===== src/rtl/rail_sequencer.sv =====
// rail_sequencer: ordered power-up / power-down of NUM_RAILS supply rails
// with per-rail power-good timeout, settle dwell and fault latch.
//
// Ports:
//   sysclk      in   sequencer clock
//   reset_INV   in   asynchronous active-low reset
//   enable      in   1 = bring rails up, 0 = bring rails down
//   pg          in   power-good per rail, bit 0 powers up first
//   en          out  registered rail enables
//   all_good    out  high only in ON
//   fault       out  high only in FAULT
//   fault_rail  out  index of the rail that faulted
//   state       out  OFF=0 RAMP=1 SETTLE=2 ON=3 SHUTDOWN=4 FAULT=5
//
// Build option: define RAIL_SEQ_AUTO_RETRY_EN to leave FAULT on its own
// after RETRY_CYCLES while enable stays high.
`timescale 1ns/1ps

module rail_sequencer #(
  parameter int NUM_RAILS      = 4,
  parameter int CNT_W          = 16,
  parameter int TIMEOUT_CYCLES = 16000,
  parameter int SETTLE_CYCLES  = 1600,
  parameter int RETRY_CYCLES   = 50000
) (
  input  logic                 sysclk,
  input  logic                 reset_INV,
  input  logic                 enable,
  input  logic [NUM_RAILS-1:0] pg,
  output logic [NUM_RAILS-1:0] en,
  output logic                 all_good,
  output logic                 fault,
  output logic [3:0]           fault_rail,
  output logic [2:0]           state
);

  localparam logic [2:0] S_OFF      = 3'd0;
  localparam logic [2:0] S_RAMP     = 3'd1;
  localparam logic [2:0] S_SETTLE   = 3'd2;
  localparam logic [2:0] S_ON       = 3'd3;
  localparam logic [2:0] S_SHUTDOWN = 3'd4;
  localparam logic [2:0] S_FAULT    = 3'd5;

  localparam logic [3:0] LAST_IDX =
    4'(NUM_RAILS - 1);
  localparam logic [CNT_W-1:0] TMO_LAST =
    CNT_W'(TIMEOUT_CYCLES - 1);
  localparam logic [CNT_W-1:0] SET_LAST =
    CNT_W'(SETTLE_CYCLES - 1);
`ifdef RAIL_SEQ_AUTO_RETRY_EN
  localparam logic [CNT_W-1:0] RTY_LAST =
    CNT_W'(RETRY_CYCLES - 1);
`endif

  // Elaboration-time parameter checks.
  generate
    if (NUM_RAILS < 2 || NUM_RAILS > 16) begin : g_bad_rails
      $error("rail_sequencer: NUM_RAILS must be 2..16");
    end
    if (CNT_W < 2 || CNT_W > 30) begin : g_bad_cnt_w
      $error("rail_sequencer: CNT_W must be 2..30");
    end
    if (TIMEOUT_CYCLES < 1 ||
        SETTLE_CYCLES < 1 ||
        RETRY_CYCLES < 1) begin : g_bad_cycles
      $error("rail_sequencer: cycle counts must be >= 1");
    end
    if (TIMEOUT_CYCLES > (1 << CNT_W) ||
        SETTLE_CYCLES > (1 << CNT_W) ||
        RETRY_CYCLES > (1 << CNT_W)) begin : g_bad_fit
      $error("rail_sequencer: cycle count exceeds CNT_W");
    end
  endgenerate

  logic [2:0]           state_q, state_d;
  logic [3:0]           idx_q, idx_d;
  logic [CNT_W-1:0]     cnt_q, cnt_d;
  logic [CNT_W-1:0]     cnt_inc;
  logic [NUM_RAILS-1:0] en_q, en_d;
  logic [3:0]           fr_q, fr_d;

  logic [NUM_RAILS-1:0] lt_q, le_q, sel_q;
  logic [NUM_RAILS-1:0] lt_d, le_d;
  logic [NUM_RAILS-1:0] chk_mask, bad_mask;
  logic                 bad_any;
  logic [3:0]           bad_idx;
  logic                 pg_cur;

  // Rail masks relative to the current index.
  always_comb begin : dec_idx_q
    lt_q  = '0;
    le_q  = '0;
    sel_q = '0;
    for (int k = 0; k < NUM_RAILS; k++) begin
      lt_q[k]  = (4'(k) <  idx_q);
      le_q[k]  = (4'(k) <= idx_q);
      sel_q[k] = (4'(k) == idx_q);
    end
  end

  // Same masks for the index being loaded.
  always_comb begin : dec_idx_d
    lt_d = '0;
    le_d = '0;
    for (int k = 0; k < NUM_RAILS; k++) begin
      lt_d[k] = (4'(k) <  idx_d);
      le_d[k] = (4'(k) <= idx_d);
    end
  end

  assign pg_cur = |(pg & sel_q);

  // Rails that must already be good in this state.
  always_comb begin : chk_sel
    chk_mask = '0;
    unique case (1'b1)
      (state_q == S_RAMP):   chk_mask = lt_q;
      (state_q == S_SETTLE): chk_mask = le_q;
      (state_q == S_ON):     chk_mask = '1;
      default:               chk_mask = '0;
    endcase
  end

  assign bad_mask = chk_mask & ~pg;

  // Descending scan leaves the lowest failing rail.
  always_comb begin : bad_scan
    bad_any = 1'b0;
    bad_idx = '0;
    for (int k = NUM_RAILS - 1; k >= 0; k--) begin
      if (bad_mask[k]) begin
        bad_any = 1'b1;
        bad_idx = 4'(k);
      end
    end
  end

  // Saturating: holds at all-ones instead of wrapping.
  assign cnt_inc = (&cnt_q) ? cnt_q
                            : cnt_q + CNT_W'(1);

  always_comb begin : fsm
    state_d = state_q;
    idx_d   = idx_q;
    cnt_d   = cnt_q;
    fr_d    = fr_q;
    case (state_q)
      S_OFF: begin
        idx_d = '0;
        cnt_d = '0;
        fr_d  = '0;
        if (enable) begin
          state_d = S_RAMP;
        end
      end
      S_RAMP: begin
        cnt_d = cnt_inc;
        if (bad_any) begin
          state_d = S_FAULT;
          fr_d    = bad_idx;
          cnt_d   = '0;
        end else if (!pg_cur &&
                     cnt_q == TMO_LAST) begin
          state_d = S_FAULT;
          fr_d    = idx_q;
          cnt_d   = '0;
        end else if (!enable) begin
          state_d = S_SHUTDOWN;
          cnt_d   = '0;
        end else if (pg_cur) begin
          state_d = S_SETTLE;
          cnt_d   = '0;
        end
      end
      S_SETTLE: begin
        cnt_d = cnt_inc;
        if (bad_any) begin
          state_d = S_FAULT;
          fr_d    = bad_idx;
          cnt_d   = '0;
        end else if (!enable) begin
          state_d = S_SHUTDOWN;
          cnt_d   = '0;
        end else if (cnt_q == SET_LAST) begin
          cnt_d = '0;
          if (idx_q == LAST_IDX) begin
            state_d = S_ON;
          end else begin
            state_d = S_RAMP;
            idx_d   = idx_q + 4'd1;
          end
        end
      end
      S_ON: begin
        cnt_d = '0;
        if (bad_any) begin
          state_d = S_FAULT;
          fr_d    = bad_idx;
        end else if (!enable) begin
          state_d = S_SHUTDOWN;
          idx_d   = LAST_IDX;
        end
      end
      // pg and enable are ignored until OFF.
      S_SHUTDOWN: begin
        cnt_d = cnt_inc;
        if (cnt_q == SET_LAST) begin
          cnt_d = '0;
          if (idx_q == 4'd0) begin
            state_d = S_OFF;
          end else begin
            idx_d = idx_q - 4'd1;
          end
        end
      end
      S_FAULT: begin
`ifdef RAIL_SEQ_AUTO_RETRY_EN
        cnt_d = cnt_inc;
        if (!enable ||
            cnt_q == RTY_LAST) begin
          state_d = S_OFF;
          idx_d   = '0;
          cnt_d   = '0;
          fr_d    = '0;
        end
`else
        if (!enable) begin
          state_d = S_OFF;
          idx_d   = '0;
          cnt_d   = '0;
          fr_d    = '0;
        end
`endif
      end
      default: begin
        state_d = S_OFF;
        idx_d   = '0;
        cnt_d   = '0;
        fr_d    = '0;
      end
    endcase
  end

  // Enables follow the next state so they change on the
  // same edge as the transition, with no path from pg.
  always_comb begin : en_sel
    en_d = '0;
    unique case (1'b1)
      (state_d == S_RAMP):     en_d = le_d;
      (state_d == S_SETTLE):   en_d = le_d;
      (state_d == S_ON):       en_d = '1;
      (state_d == S_SHUTDOWN): en_d = lt_d;
      default:                 en_d = '0;
    endcase
  end

  always_ff @(posedge sysclk or negedge reset_INV) begin
    if (!reset_INV) begin
      state_q <= S_OFF;
      idx_q   <= '0;
      cnt_q   <= '0;
      en_q    <= '0;
      fr_q    <= '0;
    end else begin
      state_q <= state_d;
      idx_q   <= idx_d;
      cnt_q   <= cnt_d;
      en_q    <= en_d;
      fr_q    <= fr_d;
    end
  end

  assign en         = en_q;
  assign state      = state_q;
  assign all_good   = (state_q == S_ON);
  assign fault      = (state_q == S_FAULT);
  assign fault_rail = fr_q;

endmodule


===== config.mk =====
export PLATFORM = sky130hd
export DESIGN_NAME = rail_sequencer
export DESIGN_NICKNAME = d
export VERILOG_FILES = /design/src/rtl/rail_sequencer.sv
export SDC_FILE = /design/constraint.sdc
export NUM_CORES = 1
export LEC_CHECK = 0
export CORE_MARGIN = 2
export CORE_UTILIZATION = 30
export CTS_BUF_LIST = sky130_fd_sc_hd__clkbuf_8 sky130_fd_sc_hd__clkbuf_16
export DETAILED_ROUTE_END_ITERATION = 10
export DONT_BUFFER_PORTS = 1
export HOLD_SLACK_MARGIN = 0.02
export PLACE_DENSITY = 0.57
export SYNTH_ARGS = -nofsm -noshare
export SYNTH_HDL_FRONTEND = slang
export SYNTH_SLANG_ARGS = --single-unit

===== constraint.sdc =====
create_clock -name sysclk -period 2.8 [get_ports sysclk]
set_input_delay 0.28 -clock sysclk [delete_from_list [all_inputs] [get_ports sysclk]]
set_output_delay 0.28 -clock sysclk [all_outputs]
set_load 0.02 [all_outputs]

; ---- After elaboration in Yosys (flattened, before gate mapping)
; Index checks and enable logic that the tools add are counted.
; Widths: inputs -> output; s select.
[op_classes]
add_sub_neg = 3
order_cmp = 16
n_eq_ne = 18
muxes = 50
n_bitwise = 4
reduce_logical = 9
[op_table]
columns = cell, count
row1 = $mux 16, 9
row2 = $mux 4, 16
row3 = $pmux 16 s4, 1
row4 = $mux 3, 13
row5 = $pmux 4 s3, 2
row6 = $pmux 4 s5, 1
row7 = $pmux 3 s6, 1
row8 = $add 16x1->16 const B, 1
row9 = $eq 16x11->1 const B, 1
row10 = $eq 16x14->1 const B, 1
row11 = $le 1x4->1 const A, 4
row12 = $le 2x4->1 const A, 4
row13 = $lt 1x4->1 const A, 4
row14 = $lt 2x4->1 const A, 4
row15 = $pmux 4 s4, 1
row16 = $reduce_and 16->1, 1
row17 = $eq 3x2->1 const B, 4
row18 = $eq 3x3->1 const B, 3
row19 = $and 4x4->4, 2
row20 = $eq 2x4->1 const A, 2
row21 = $eq 3x1->1 const B, 2
row22 = $add 4x1->4 const B, 1
row23 = $eq 1x4->1 const A, 1
row24 = $eq 4x2->1 const B, 1
row25 = 15 further kinds, 20
[word_totals]
reg_bits = 31
input_bits = 7
out_inout_bits = 13
elab_cells = 105

; ---- Depth between registers and ports, before layout
[logic_depth]
word_depth = 12
depth_mapped = 11

; ---- Least setup slack after synthesis
; OpenSTA, ideal clock, no wires.
[synth_path]
path_type = flip-flop to flip-flop
from = register cnt_q[7]
to = register en_q[3], in the netlist en[3]
setup_time_ns = 0.135
t_arrival_ns = 2.735
t_required_ns = 2.665
slack_ns = -0.070
path_stages_with_launch = 9
period_less_slack_ns = 2.870
path_cell_list = dfrtp_1 > or4_4 > or4_4 > buf_6 > or4_1 > a31oi_1 > nand3_2 > a2111oi_2 > o22ai_1
[synth_between]
elab_cells_between_ends = 23
classes_between = order compare: 2 / eq/ne: 6 / mux: 13 / reduce/logical: 2
[synth_rtl]
columns = element, line
row1 = from (decl), 77  ; logic [CNT_W-1:0] cnt_q, cnt_d;
row2 = from (signal assigned), 267  ; cnt_q <= cnt_d;
row3 = $eq 16x11->1 (*), "184, 207"
row4 = $mux 4, 184  ; end else if (cnt_q == SET_LAST) begin
row5 = $mux 4, 181  ; end else if (!enable) begin
row6 = $mux 4, 177  ; if (bad_any) begin
row7 = $pmux 4 s5 (*), 147  ; case (state_q)
row8 = net idx_d[3], 76  ; logic [3:0] idx_q, idx_d;
row9 = $lt 2x4->1 or $le 2x4->1 (tied branches), "106, 107"
row10 = $pmux 4 s3 (*), 248  ; unique case (1'b1)
row11 = net en_d[3], 79  ; logic [NUM_RAILS-1:0] en_q, en_d;
row12 = to (signal assigned), 268  ; en_q <= en_d;
row13 = to (decl), 79
; Mark *: on every way through the listed nets, which the timed path passes. The rest lies on a longest branch.
; A chain may end at the register's enable or synchronous reset.

; ---- Worst setup path in the final report
; Same ends and word-level chain as after synthesis.

==> impl_metrics.csv <==
group,metric,value,unit
run_status,outcome,"complete, but fails checks",
run_status,violations,"negative setup slack",
worst_hold_path,min_path_type,"in -> reg",
floorplanning,design.die.area,8220,um^2
sta,min_period_over_period,1.01,
synth,dominantRegCellSynth,"dfrtp_1",
detailed_routing,vias,2436,
setup_path,worstReg2RegStart,"cnt_q[7]$_DFFE_PN0N_",
clock_network,cts_made_buffers,5,
synth,seq_area_frac_synth,0.344,
synth,synthTopCellsByArea,"dfrtp_1 (34%), a21oi_1 (5.1%), o21ai_0 (4.9%)",
setup_path,worst_ep_required_time,2.96,ns
worst_hold_path,holdCritStartpoint,"enable",
synth,synth_top_area_frac,0.344,
clock_network,path_clk_slew,0.07,ns
detailed_routing,drt_pre_antenna_iters,5,
sta,slew-limit-headroom,0.565,
power,p_sw_frac,0.459,
global_route,grt-ovfl-total,0,
sta,finalCriticalPeriod,2.83,ns
synth,synth_area,2250,um^2
placed_design,pre_cts_ws,-0.0862,ns
detailed_routing,ant_nets,0,
floorplanning,placementRows,31,
global_route,grt_max_degree,32,
setup_path,crit_fanout,5,
finish,design_area,3140,um^2
floorplanning,core,7250,um^2
sta,setup_ws,-0.0288,ns
clock_network,cts_tree,"done",
clock_network,h-tree-depth,2,
detailed_routing,wl_per_cell,16.1,um
synth,avgSynthCellArea,7.94,um^2
synth,async_flop_share,1.00,
sta,maxSlewViolCount,0,
global_route,antenna_found_initial,0,
sta,worst_pin_slew,0.647,ns
synth,syn-num-nets,298,
synth,ys_ff_latch,31,
clock_network,clkLatencyLatePin,0.28,ns
sta,hold_slack,0.209,ns
setup_path,start_kind,"flop",
clock_network,root_buffer,"clkbuf_8",
floorplanning,start_util,0.311,
detailed_routing,routed_wl,7080,um
sta,timing_hold_violations_final,0,
detailed_routing,drt_iter0_drc,133,
synth,synth_area_leader_cell,"dfrtp_1",
power,powerDensity,725,nW/um^2
sta,finalSetupViolCount,2,
global_route,grt_pass1_vias,2417,
setup_path,worstRegToRegCells,8,
worst_hold_path,holdPathStages,2,
floorplanning,fp.dieW,90.7,um
sta,tns,-0.0533,ns
power,peakVddDrop,351,uV
detailed_routing,vias_per_cell,5.52,
synth,synth.yosys.warnings,0,
setup_path,crit_type,"reg -> reg",
power,internal_power,1.23,mW
setup_path,arrival,2.99,ns
flow_run,drv_cap,0,
power,leakage,1.37,nW
sta,max_freq,354,MHz
finish,layout.nets,357,
clock_network,clock_sinks,31,
synth,netlist_instances,284,
global_route,grt_first_pass_wirelength,11900,um
power,p_switching,1.05,mW
setup_path,reg2reg_slack,-0.03,ns
floorplanning,io_pins,20,
finish,final_layout_size_suffix_gt1_frac,0.327,
synth,synth_edf_count,0,
finish,diodes,0,
placed_design,gp_congestion,0.971,
detailed_routing,drc,0,
worst_hold_path,hold_path_end,"state[1]$_DFF_PN0_",
setup_path,setup.worst_path.end_class,"flop",
placed_design,placed_cell_area,2770,um^2
power,power_frac_comb,0.591,
finish,area_growth,39.3,%
global_route,grt_usage,0.175,
sta,finClkSkew,0.00615,ns
clock_network,clockBufferDepth,2,
power,pwr-share-clk,0.143,
placed_design,hpwlAfterDp,5080,um
synth,post_synth_num_cell_types,51,
placed_design,io_buffers,0,
setup_path,r2r-end,"en[3]$_DFF_PN0_",
floorplanning,die_h,90.7,um
sta,rsz0062_at_grt,"true",
power,power_frac_seq,0.265,
cells in the mapped netlist, types with 5 or more instances:
master,count
o21ai_0,22
inv_1,19
a21oi_1,23
nand2_1,21
nand4_1,10
o21ai_1,5
nand3_1,15
nor3_1,7
and2_1,5
nor4_1,11
a31oi_1,8
nor2_1,24
ha_1,7
dfrtp_1,31
clkbuf_1,11
cells in the final DEF (no fill, tap or decap), drive strengths merged, types with 4 or more instances in the layout:
master / instances
or3: 4
a31oi: 8
nand3: 16
o21ai: 27
a22o: 4
buf: 64
and2: 5
nand4: 10
nor4: 11
or4: 5
nor2: 24
clkbuf: 5
mux2i: 4
inv: 20
nor3: 7
ha: 7
a21oi: 23
nand2: 21
dfrtp: 31
o31ai: 4
worst max-delay path by stage:
stage / startpoint / to / slack, ns / cells after the start
after floorplan: idx_q[0]$_DFF_PN0_ / cnt_q[12]$_DFFE_PN0N_ / 0.003 / 11
after global placement: cnt_q[7]$_DFFE_PN0N_ / en[0]$_DFF_PN0_ / -0.06 / 9
after detailed placement: cnt_q[7]$_DFFE_PN0N_ / en[3]$_DFF_PN0_ / -0.09 / 8
after CTS: cnt_q[7]$_DFFE_PN0N_ / en[0]$_DFF_PN0_ / -0.03 / 8
after global routing: cnt_q[7]$_DFFE_PN0N_ / en[3]$_DFF_PN0_ / -0.14 / 8
final: cnt_q[7]$_DFFE_PN0N_ / en[3]$_DFF_PN0_ / -0.03 / 8
cell type report:
type	instances	area [um^2]
clock buffer	5	68.8
clock inverter	1	3.75
fill	715	4110
inverter	19	71.3
multi-input combinational	221	1570
sequential	31	779
tap	99	124
timing repair buffer	65	527
power groups by stage:
stage / logic, mW / clock network [mW] / registers [mW]
6_report: 1.35 / 0.326 / 0.604
5_1_grt: 1.48 / 0.359 / 0.611
4_1_cts: 1.22 / 0.335 / 0.602
3_5_place_dp: 1.16 / 0 / 0.610
3_3_place_gp: 1.16 / 0 / 0.609
2_1_floorplan: 0.687 / 0 / 0.622
sequential cells by signal (all words and copies together) (netlist names):
| signal | cells |
|---|---|
| cnt_q | 16 |
| en | 4 |
| fault_rail | 4 |
| idx_q | 4 |
| state | 3 |
per-layer routing:
metal / global-route usage / share of wire / vias to the layer above / routed length (um)
li1: - / - / 1178 / -
met1: 0.227 / 0.45 / 1163 / 3170
met2: 0.292 / 0.49 / 82 / 3440
met3: 0.0334 / 0.048 / 13 / 343
met4: 0.0590 / 0.018 / 0 / 124
met5: 0 / 0 / - / 0
logic make-up (layout without fill, tap and decap cells):
group / Yosys count / in the layout / share of synthesized area
multiplexers: 4 / 4 / 0.0178
flip-flops: 31 / 31 / 0.344
XOR/XNOR: 2 / 2 / 0.00777
AO/OA/AOI/OAI: 87 / 87 / 0.243
adder cells (fa/ha/maj): 7 / 7 / 0.0388
AND/OR/NAND/NOR: 121 / 121 / 0.292
buffers and inverters: 32 / 90 / 0.0572
metrics by stage:
step	cells	util	power (mW)
detailed placement	427	0.382	1.77
global route	441	0.433	2.45
CTS	436	0.410	2.16
global placement	427	0.382	1.77
floorplan	284	-	1.31
finish	441	0.433	2.28
worst max-delay path, cell delays in order (launching register included):
cell and delay [ns]:
dfrtp_1 0.39, or4_4 0.53, or4_4 0.56, buf_6 0.15, or4_4 0.46, a31oi_4 0.17, nand3_4 0.13, a2111oi_4 0.21
o22ai_1 0.11
timing repair:
| action | CTS | global route |
|---|---|---|
| buffers inserted | 1 | 5 |
| gates cloned | 0 | 0 |
| endpoints found under the hold margin | 31 | 0 |
| endpoints found under the setup margin | 14 | 23 |
| pin swaps | 6 | 10 |
| hold buffers | 2 | 0 |
| resized for setup | 17 | 30 |
Power figures use the tool's default switching activity.
